--- config.mk ---
export PLATFORM = sky130hd
export DESIGN_NAME = soc_gpio_ctrl
export DESIGN_NICKNAME = d
export VERILOG_FILES = /design/src/rtl/soc_gpio_ctrl.sv
export SDC_FILE = /design/constraint.sdc
export NUM_CORES = 1
export LEC_CHECK = 0
export BUFFER_PORTS_ARGS = -buffer_cell sky130_fd_sc_hd__buf_4
export CORE_MARGIN = 2
export CORE_UTILIZATION = 51
export DETAILED_ROUTE_END_ITERATION = 7
export GPL_ROUTABILITY_DRIVEN = 0
export GPL_TIMING_DRIVEN = 0
export MAX_ROUTING_LAYER = met4
export PLACE_DENSITY_LB_ADDON = 0.15
export SYNTH_ARGS = -nofsm -noshare
export SYNTH_HDL_FRONTEND = slang
export SYNTH_SLANG_ARGS = --single-unit
--- constraint.sdc ---
create_clock -name clk -period 1.25 [get_ports clk]
set_input_delay 0.125 -clock clk [delete_from_list [all_inputs] [get_ports clk]]
set_output_delay 0.125 -clock clk [all_outputs]
set_load 0.01 [all_outputs]
--- src/rtl/soc_gpio_ctrl.sv ---
// Purpose: register-mapped GPIO peripheral with per-pin output enable, atomic set/clear,
//          synchronised inputs and a sticky, maskable edge interrupt.
// Latency: grant is combinational; rvalid/rdata follow one cycle after each granted request.
//          A pad edge reaches DIN after SYNC_STAGES cycles and STATUS after SYNC_STAGES+1.
// Backpressure: none. Every request is granted in the cycle it is presented, and
//               back-to-back requests get one response per cycle.
//
// Ports:
//   clk, rst_n         - clock and asynchronous active-low reset
//   req/we/addr/wdata  - bus request; addr[4:2] selects the register, addr[1:0] is ignored
//   gnt/rvalid/rdata   - grant (= req), response valid, read data (0 on writes and when idle)
//   gpio_dout/gpio_oe  - pad output values and output enables, driven straight from flops
//   gpio_din           - asynchronous pad inputs
//   irq                - registered OR of all sticky STATUS flags

module soc_gpio_ctrl #(
    parameter int WIDTH       = 32,
    parameter int SYNC_STAGES = 2
) (
    input  logic             clk,
    input  logic             rst_n,
    input  logic             req,
    input  logic             we,
    input  logic [4:0]       addr,
    input  logic [31:0]      wdata,
    output logic             gnt,
    output logic             rvalid,
    output logic [31:0]      rdata,
    output logic [WIDTH-1:0] gpio_dout,
    output logic [WIDTH-1:0] gpio_oe,
    input  logic [WIDTH-1:0] gpio_din,
    output logic             irq
);

    localparam logic [2:0] REG_DOUT    = 3'd0;
    localparam logic [2:0] REG_DIN     = 3'd1;
    localparam logic [2:0] REG_OE      = 3'd2;
    localparam logic [2:0] REG_RISE_IE = 3'd3;
    localparam logic [2:0] REG_FALL_IE = 3'd4;
    localparam logic [2:0] REG_STATUS  = 3'd5;
    localparam logic [2:0] REG_SET     = 3'd6;
    localparam logic [2:0] REG_CLR     = 3'd7;

    logic [WIDTH-1:0] dout_q;
    logic [WIDTH-1:0] oe_q;
    logic [WIDTH-1:0] rise_ie_q;
    logic [WIDTH-1:0] fall_ie_q;
    logic [WIDTH-1:0] status_q;
    logic [WIDTH-1:0] prev_q;
    logic [SYNC_STAGES-1:0][WIDTH-1:0] sync_q;
    logic             rvalid_q;
    logic [31:0]      rdata_q;
    logic             irq_q;

    logic [2:0]       reg_sel;
    logic             wr_en;
    logic             rd_en;
    logic [WIDTH-1:0] wd;
    logic [WIDTH-1:0] sync_in;
    logic [WIDTH-1:0] rise;
    logic [WIDTH-1:0] fall;
    logic [WIDTH-1:0] edge_set;
    logic [WIDTH-1:0] w1c;
    logic [WIDTH-1:0] rd_val;
    logic [31:0]      rd_word;

    // Byte-lane bits of the address and the upper write-data bits beyond WIDTH carry no meaning.
    logic unused_bits;
    assign unused_bits = ^{addr[1:0], wdata};

    assign reg_sel = addr[4:2];
    assign wr_en   = req & we;
    assign rd_en   = req & ~we;
    assign wd      = wdata[WIDTH-1:0];

    assign gnt       = req;
    assign rvalid    = rvalid_q;
    assign rdata     = rdata_q;
    assign gpio_dout = dout_q;
    assign gpio_oe   = oe_q;
    assign irq       = irq_q;

    // Input synchroniser and edge history
    assign sync_in  = sync_q[SYNC_STAGES-1];
    assign rise     = sync_in & ~prev_q;
    assign fall     = ~sync_in & prev_q;
    assign edge_set = (rise & rise_ie_q) | (fall & fall_ie_q);
    assign w1c      = (wr_en && reg_sel == REG_STATUS) ? wd : '0;

    always_ff @(posedge clk or negedge rst_n) begin
        if (!rst_n) begin
            sync_q <= '0;
            prev_q <= '0;
        end else begin
            sync_q[0] <= gpio_din;
            for (int i = 1; i < SYNC_STAGES; i++) begin
                sync_q[i] <= sync_q[i-1];
            end
            prev_q <= sync_in;
        end
    end

    // Edge set is ORed in after the clear, so an edge in the same cycle as a W1C wins.
    always_ff @(posedge clk or negedge rst_n) begin
        if (!rst_n) begin
            status_q <= '0;
            irq_q    <= 1'b0;
        end else begin
            status_q <= edge_set | (status_q & ~w1c);
            irq_q    <= |status_q;
        end
    end

    // Control register writes; SET/CLR act on the current DOUT value
    always_ff @(posedge clk or negedge rst_n) begin
        if (!rst_n) begin
            dout_q    <= '0;
            oe_q      <= '0;
            rise_ie_q <= '0;
            fall_ie_q <= '0;
        end else if (wr_en) begin
            case (reg_sel)
                REG_DOUT:    dout_q    <= wd;
                REG_OE:      oe_q      <= wd;
                REG_RISE_IE: rise_ie_q <= wd;
                REG_FALL_IE: fall_ie_q <= wd;
                REG_SET:     dout_q    <= dout_q | wd;
                REG_CLR:     dout_q    <= dout_q & ~wd;
                default:     ;
            endcase
        end
    end

    // Read mux sees pre-edge register values, so a read returns the value before any
    // same-cycle update.
    always_comb begin
        rd_val = '0;
        case (reg_sel)
            REG_DOUT:    rd_val = dout_q;
            REG_DIN:     rd_val = sync_in;
            REG_OE:      rd_val = oe_q;
            REG_RISE_IE: rd_val = rise_ie_q;
            REG_FALL_IE: rd_val = fall_ie_q;
            REG_STATUS:  rd_val = status_q;
            default:     rd_val = '0;
        endcase
        rd_word = '0;
        rd_word[WIDTH-1:0] = rd_val;
    end

    always_ff @(posedge clk or negedge rst_n) begin
        if (!rst_n) begin
            rvalid_q <= 1'b0;
            rdata_q  <= '0;
        end else begin
            rvalid_q <= req;
            rdata_q  <= rd_en ? rd_word : 32'h0;
        end
    end

endmodule

==> run summary, run 1 <==
status = finished, violations left
failing checks = negative hold slack, negative setup slack
vias per inst = 5.89
worst path cell trace = nor4_4 -> nand4_1 -> or2_4
Max VDD drop = 1.08 mV
vias in the first global route = 9201
fin crit share = 121%
setup ws final = -0.263 ns
Root Buffer = clkbuf_16
Clock Path Buffers = 3
Hold Buf Count CTS = 65
Area Growth Syn to Fin = 34.9%
startpoint types = flip-flop
die height = 155 um
core box area = 0.0226 sq mm
worst-case reg-to-reg path depth = 3
Non-Filler Instances = 1586
worst-margin pin slew = 0.867 ns
Starting DRT DRC Count = 920
setup_tns = -0.451 ns
CTS tree = yes
Rel. slew slack = 42.2%
Final min period = 1.51 ns
Synth Flop Type = dfrtp_1
Final Hold Vio Count = 73
layout cell share with drive strength beyond 1 = 32.0%
register bit total from synthesis = 290
first-pass GRT wire length = 54200 um
Ports = 172
Synth top area share = 62.1%
GRT Util Overall = 30.8%
reg2reg start = status_q[29]
clk sinks = 290
Hold Path Class = input pin to async pin
largest net degree at the start of global routing = 126
clock slew at reported path FFs = 0.06 ns
# H-tree levels = 1
number of max-cap violations = 0
starting density of the core = 51.7%
asr flop ratio synth = 100%
Buffers on Ports = 168
Worst Setup Path Type = flip-flop to flip-flop
dpl hpwl = 22700 um
crit path DAT = 1.94 ns
Die Width = 155 um
Clock Latency Late Sink = 0.55 ns
GRT overflow = 0
Final nets = 1351
fin. max-slew vios = 0
kind of cell adding the most delay to the critical path = simple AND/OR/NAND/NOR gates
Crit path largest cell delay = 0.44 ns
syn_nets = 1027
Post-Syn Area = 0.0117 sq mm
area leader, netlist = dfrtp_1
Seq/Total Area, Yosys = 62.1%
CTS Buf Count = 30
worst reg2reg setup slack = -0.26 ns
total die area = 0.0241 sq mm
worst hold margin = -0.502 ns
routed vias = 9335
placed cell count = 1409
initial antenna violation count = 1
pwr dens = 1660 mW/mm^2
Detail Route Antenna Nets = 0
Fillers = 1597
synth warn = 0
Clock Skew = 0.0131 ns
cell count after synthesis = 954
Slowest cell on crit path = dfrtp_2
number of remaining DRC errors = 0
drt wl/cell = 22.9 um
Setup crit end kind = flip-flop
unrepaired setup endpoints after global routing = true
Reg-to-Reg End = irq
WP buf/inv = 0
Fmax = 661 MHz
post-synthesis area per instance = 12.2 sq um
crit-path max FO = 2
final wirelength = 36300 um
Final Setup Violations = 6
Netlist cell types = 44
Post-synth EDFFs = 0
Initial DRT Pass Iterations = 6
worst path required time = 1.68 ns
Lkg Pwr = 0.00724 uW
FP Rows = 55
main area contributors after synthesis = dfrtp_1 62%, mux2_2 6.3%, o21ai_0 5.2%, mux2i_1 3.8%, a22o_1 2.8%
## logic make-up (layout without fill, tap and decap cells)
| group | count (synthesis) | in the layout | synth area share (%) |
|---|---|---|---|
| muxes | 119 | 119 | 11.5 |
| and+or+nand+nor | 181 | 181 | 8.10 |
| buffers and inverters | 92 | 438 | 3.76 |
| AOI/OAI and AO/OA | 272 | 272 | 14.5 |
| DFF | 290 | 290 | 62.1 |
| other | 0 | 1 | 0 |
## worst reg2reg max path, stage by stage (launching register included)
cell and delay [ns]:
dfrtp_2 0.44, nor4_4 0.43, nand4_1 0.24, or2_4 0.29
## state kept, by name (all words and copies together), names as in the netlist
| signal | cells |
|---|---|
| rdata | 32 |
| prev_q | 32 |
| rvalid | 1 |
| gpio_dout | 32 |
| sync_in | 32 |
| gpio_oe | 32 |
| irq | 1 |
| rise_ie_q | 32 |
| status_q | 32 |
| sync_q | 32 |
| fall_ie_q | 32 |
## final cells by class
cell class | count | area, sq um | share of cell area, %
sequential | 290 | 7260 | 46.1
multi-input combinational | 572 | 4060 | 25.8
timing repair buffer | 292 | 2480 | 15.8
clock buffer | 40 | 880 | 5.59
buffer | 58 | 370 | 2.35
tap | 285 | 357 | 2.26
clock inverter | 14 | 206 | 1.31
inverter | 34 | 128 | 0.810
antenna | 1 | 2.50 | 0.0159
## metrics by stage
| stage | total power, uW | area, sq um | setup slack [ns] | utilization, % |
|---|---|---|---|---|
| 2_1_floorplan | 13600 | 11700 | -0.0506 | - |
| 3_3_place_gp | 15500 | 13300 | -2.44 | 59.0 |
| 3_5_place_dp | 15700 | 13400 | -0.821 | 59.3 |
| 4_1_cts | 25900 | 15500 | -0.148 | 68.6 |
| 5_1_grt | 27200 | 15700 | -0.298 | 69.8 |
| 6_report | 26200 | 15700 | -0.263 | 69.8 |
## cell usage in the layout (no fill, tap or decap), drive strengths merged, types with 3 or more instances in the layout
cell type / netlist / routed
nand4: 5 / 5
nand2: 77 / 77
inv: 33 / 34
dfrtp: 290 / 290
a21oi: 43 / 43
buf: 36 / 259
bufinv: 0 / 5
mux2: 70 / 70
nor2b: 3 / 3
a221oi: 3 / 3
clkinv: 1 / 6
nand3b: 37 / 37
nand3: 19 / 19
o21ai: 121 / 121
mux2i: 44 / 44
a22o: 37 / 37
nor4: 9 / 9
a22oi: 7 / 7
a211oi: 20 / 20
clkinvlp: 0 / 3
dlygate4sd3: 0 / 65
nor2: 23 / 23
mux4: 5 / 5
clkbuf: 22 / 65
o211ai: 32 / 32
## worst max-delay path by stage
stage | startpoint | slack [ns] | cells after the start | to
global route | status_q[29] | -0.30 | 3 | irq
global placement | rst_n | -2.44 | 1 | sync_q[24]
floorplan | addr[4] | -0.05 | 6 | gpio_dout[6]
detailed placement | addr[3] | -0.82 | 7 | status_q[16]
CTS | status_q[27] | -0.15 | 3 | irq
finish | status_q[29] | -0.26 | 3 | irq
## where the power goes
part | switching [uW] | internal (uW) | leakage, uW
sequential | 1050 | 10700 | 0.00347
clock | 3710 | 5950 | 0.000530
combinational | 2180 | 2630 | 0.00323
total | 6940 | 19300 | 0.00724
## cells in the mapped netlist, types with 4 or more instances
library cell    n
dfrtp_1       290
o21ai_0       121
nand2_1        77
mux2_2         65
mux2i_1        44
a21oi_1        42
a22o_1         37
nand3b_1       37
inv_1          32
o211ai_1       32
nor2_1         23
clkbuf_1       22
a211oi_1       20
nand3_1        18
buf_2          15
buf_4          12
nor4_1          8
a22oi_1         7
buf_1           5
mux2_1          5
mux4_2          5
buf_6           4
nand4_1         4
## metal layers
layer  vias up  share of wire, %  GRT usage (%)
li1       4090                 -              -
met1      4689                40           41.0
met2       463                47           46.6
met3        93               9.2           6.88
met4         0               3.8           12.1
met5         -                 0              -
## timing repair
action                                  CTS  global route
setup buffers                            35            22
hold endpoints to repair                252            60
resized for setup                        34            38
pin swaps                                 5             6
endpoints found under the setup margin  114           109
(Power assumes the default switching activity.)
==> run 2, diff against run 1 <==
--- a/config.mk
+++ b/config.mk
@@ -5,9 +5,10 @@
 export SDC_FILE = /design/constraint.sdc
 export NUM_CORES = 1
 export LEC_CHECK = 0
+export ABC_AREA = 1
 export BUFFER_PORTS_ARGS = -buffer_cell sky130_fd_sc_hd__buf_4
 export CORE_MARGIN = 2
-export CORE_UTILIZATION = 51
+export CORE_UTILIZATION = 52
 export DETAILED_ROUTE_END_ITERATION = 7
 export GPL_ROUTABILITY_DRIVEN = 0
 export GPL_TIMING_DRIVEN = 0
==> run 2 against run 1 <==
  * The flow finishes with violations (negative setup slack)
  * Count of clock-buffer cells in the layout shrank 2
  * Combinational power shrank 6.6%
  * Flip-flop and latch count is the same
  * Clock skew grew 0.0044 ns
  * Worst setup slack gained 0.24 ns
  * Core utilization grew 0.48 points
  * Design area grew 1.3%
  * Sequential power is essentially flat
  * Sequential share of layout area shrank 0.61 points
  * Critical endpoint is now fall_ie_q[25]
==> run summary, run 2 <==
unrepaired setup endpoints after global routing = true (unchanged)
initial antenna violation count = 0 (was 1)
clock slew at reported path FFs = 0.06 ns (about the same)
CTS tree = yes (unchanged)
Clock Latency Late Sink = 0.56 ns (was 0.55 ns)
most common cell after layout, fill and taps aside = nand2_1 (was dfrtp_1)
post-synthesis mux area share = 0% (was 11.5%)
total die area = 0.0244 sq mm (was 0.0241 sq mm)
first-pass GRT wire length = 60000 um (was 54200 um)
Worst Setup Path Type = input pin to flip-flop (was flip-flop to flip-flop)
largest net degree at the start of global routing = 125 (was 126)
startpoint types = input pin (was flip-flop)
Adder-Cell Fraction of Synth Area = 0% (unchanged)
met3 wire length = 4060 um (was 3330 um)
Ports = 172 (unchanged)
core box area = 0.0227 sq mm (was 0.0226 sq mm)
worst path required time = 1.65 ns (was 1.68 ns)
drt wl/cell = 19.8 um (was 22.9 um)
most frequent cell after synthesis = nand2_1 (was dfrtp_1)
Clock Skew = 0.0174 ns (was 0.0131 ns)
fin crit share = 102% (was 121%)
Final Setup Violations = 4 (was 6)
Setup crit end kind = flip-flop (unchanged)
Lkg Pwr = 0.00785 uW (was 0.00724 uW)
vias in the first global route = 11.0k (was 9201)
fin. max-slew vios = 0 (unchanged)
GRT overflow = 0 (unchanged)
Die Width = 156 um (was 155 um)
pwr dens = 1620 mW/mm^2 (was 1660 mW/mm^2)
Starting DRT DRC Count = 1452 (was 920)
status = finished, violations left (unchanged)
Final Hold Vio Count = 0 (was 73)
Synth top area share = 60.2% (was 62.1%)
Post-Syn Area = 0.0120 sq mm (was 0.0117 sq mm)
FP Rows = 55 (unchanged)
Rel. slew slack = 46.3% (was 42.2%)
worst hold margin = 0.0721 ns (was -0.502 ns)
Post-synth EDFFs = 0 (unchanged)
Hold Path Class = input pin to async pin (unchanged)
Netlist cell types = 21 (was 44)
vias per inst = 5.79 (was 5.89)
most frequent cells in the layout = 323 x nand2_1, 290 x dfrtp_1, 193 x buf_4 (was 288 x dfrtp_1, 216 x buf_4, 88 x o21ai_0)
layout cell share with drive strength beyond 1 = 18.7% (was 32.0%)
Root Buffer = clkbuf_16 (unchanged)
area leader, netlist = dfrtp_1 (unchanged)
Compound-Gate Fraction of Synth Area = 9.68% (was 14.5%)
Final min period = 1.27 ns (was 1.51 ns)
Detail Route Antenna Nets = 0 (unchanged)
Buffers on Ports = 168 (unchanged)
Synth Flop Type = dfrtp_1 (unchanged)
worst-margin pin slew = 0.806 ns (was 0.867 ns)
Post-Route M1 WL = 15700 um (was 14700 um)
crit-path max FO = 10 (was 2)
crit path DAT = 1.67 ns (was 1.94 ns)
die height = 156 um (was 155 um)
Clock Path Buffers = 3 (unchanged)
GRT Util Overall = 33.0% (was 30.8%)
final wirelength = 39200 um (was 36300 um)
Post-Synth Simple-Gate Area = 23.7% (was 8.10%)
main area contributors after synthesis = dfrtp_1 60%, nand2_1 10%, nand4_1 6.6%, o21ai_0 4.9%, nor2_1 3.7% (was dfrtp_1 62%, mux2_2 6.3%, o21ai_0 5.2%, mux2i_1 3.8%, a22o_1 2.8%)
Initial DRT Pass Iterations = 7 (was 6)
Non-Filler Instances = 1975 (was 1586)
final core utilization = 70.2% (was 69.8%)
register bit total from synthesis = 290 (unchanged)
post-synthesis area per instance = 8.92 sq um (was 12.2 sq um)
number of remaining DRC errors = 0 (unchanged)
Fmax = 786 MHz (was 661 MHz)
Max VDD drop = 1.00 mV (was 1.08 mV)
Post-synth top cells = 323 x nand2_1, 290 x dfrtp_1, 128 x nand4_1, 119 x nor2_1, 119 x o21ai_0 (was 290 x dfrtp_1, 121 x o21ai_0, 77 x nand2_1, 65 x mux2_2, 44 x mux2i_1)
asr flop ratio synth = 100% (unchanged)
Post-Synth XOR/XNOR Area = 0% (unchanged)
cell count after synthesis = 1350 (was 954)
setup ws final = -0.0221 ns (was -0.263 ns)
metal2 WL = 18100 um (was 16900 um)
Area Growth Syn to Fin = 32.4% (was 34.9%)
top sig layer = met4 (unchanged)
routed vias = 11.4k (was 9335)
Seq/Total Area, Yosys = 60.2% (was 62.1%)
starting density of the core = 53.0% (was 51.7%)
synth warn = 0 (unchanged)
main combinational cell family by area after synthesis = simple AND/OR/NAND/NOR gates (was compound AO/OA/AOI/OAI gates)
# H-tree levels = 1 (unchanged)
placed cell count = 1805 (was 1409)
CTS Buf Count = 30 (unchanged)
Final nets = 1741 (was 1351)
number of max-cap violations = 0 (unchanged)
syn_nets = 1423 (was 1027)
failing checks = negative setup slack (was negative hold slack, negative setup slack)
Ant. Diodes = 0 (was 1)
dpl hpwl = 24700 um (was 22700 um)
clk sinks = 290 (unchanged)
## run 2: cell count changes in the layout (fill, tap and decap cells not counted), moves of 50 or more
cell     change
nand4_1    +124
mux2_2      -65
inv_1       +64
nand3_1     +50
nand2_1    +246
nor2_1      +96
## run 2: layout make-up
| cell class | count | area [sq um] |
|---|---|---|
| Sequential cell | 290 | 7260 |
| Clock inverter | 16 | 243 |
| Clock buffer | 38 | 832 |
| Multi-Input combinational cell | 870 | 4020 |
| Tap cell | 285 | 357 |
| Fill cell | 1748 | 6760 |
| Buffer | 90 | 398 |
| Inverter | 100 | 377 |
| Timing Repair Buffer | 286 | 2470 |
## run 2: per-layer routing
metal / track usage [%] / vias to the layer above
met5: - / -
met3: 6.89 / 116
li1: - / 5145
met2: 49.7 / 721
met1: 44.6 / 5463
met4: 12.5 / 0
## run 2: repair_timing
item                                   in CTS  in global routing
resized for setup                          10                 25
endpoints found under the hold margin     274                  0
hold buffers                               66                  0
buffers inserted                           33                 17
setup endpoints to repair                  35                 47
## run 2: path summary, 6_finish.rpt
kind	startpoint	end	slack (ns)	cells after the start
max reg2reg	status_q[14]	irq	0	4
min	rst_n	sync_in[4]	0.07	2
min in group clk	addr[4]	gpio_dout[0]	0.12	5
max	req	fall_ie_q[25]	-0.02	6
min reg2reg	sync_q[21]	sync_in[21]	0.35	0
max in group asynchronous	rst_n	sync_q[18]	0.25	3
## run 2: cell families (layout without fill, tap and decap cells)
family,count (synthesis),after routing
AND/OR/NAND/NOR,645,645
flip-flops,290,290
AO/OA/AOI/OAI,225,225
buffers and inverters,190,530
## run 2: power by group
part           internal [uW]  leakage (uW)  switching, uW
Sequential             10600       0.00350           1010
Combinational           2150       0.00382           2350
Clock                   5930      0.000526           3790
Total                  18700       0.00785           7150
## run 2: metrics by stage
| stage | area [sq um] | setup slack, ns | setup TNS, ns | power [uW] |
|---|---|---|---|---|
| final | 16000 | -0.0221 | -0.0404 | 25900 |
| after global routing | 16000 | -0.0183 | -0.152 | 26800 |
| after CTS | 15700 | -0.0127 | -0.0333 | 25600 |
| after detailed placement | 13700 | -0.486 | -64.15 | 15400 |
| after global placement | 13700 | -2.42 | -757.49 | 15200 |
| after floorplan | 12000 | 0.134 | 0 | 13300 |
## run 2: critical path, cell delays in order
cell and delay (ns):
buf_4 0.13, nand2_1 0.12, clkinv_2 0.12, nand3_1 0.39, clkbuf_1 0.60, o21ai_0 0.19
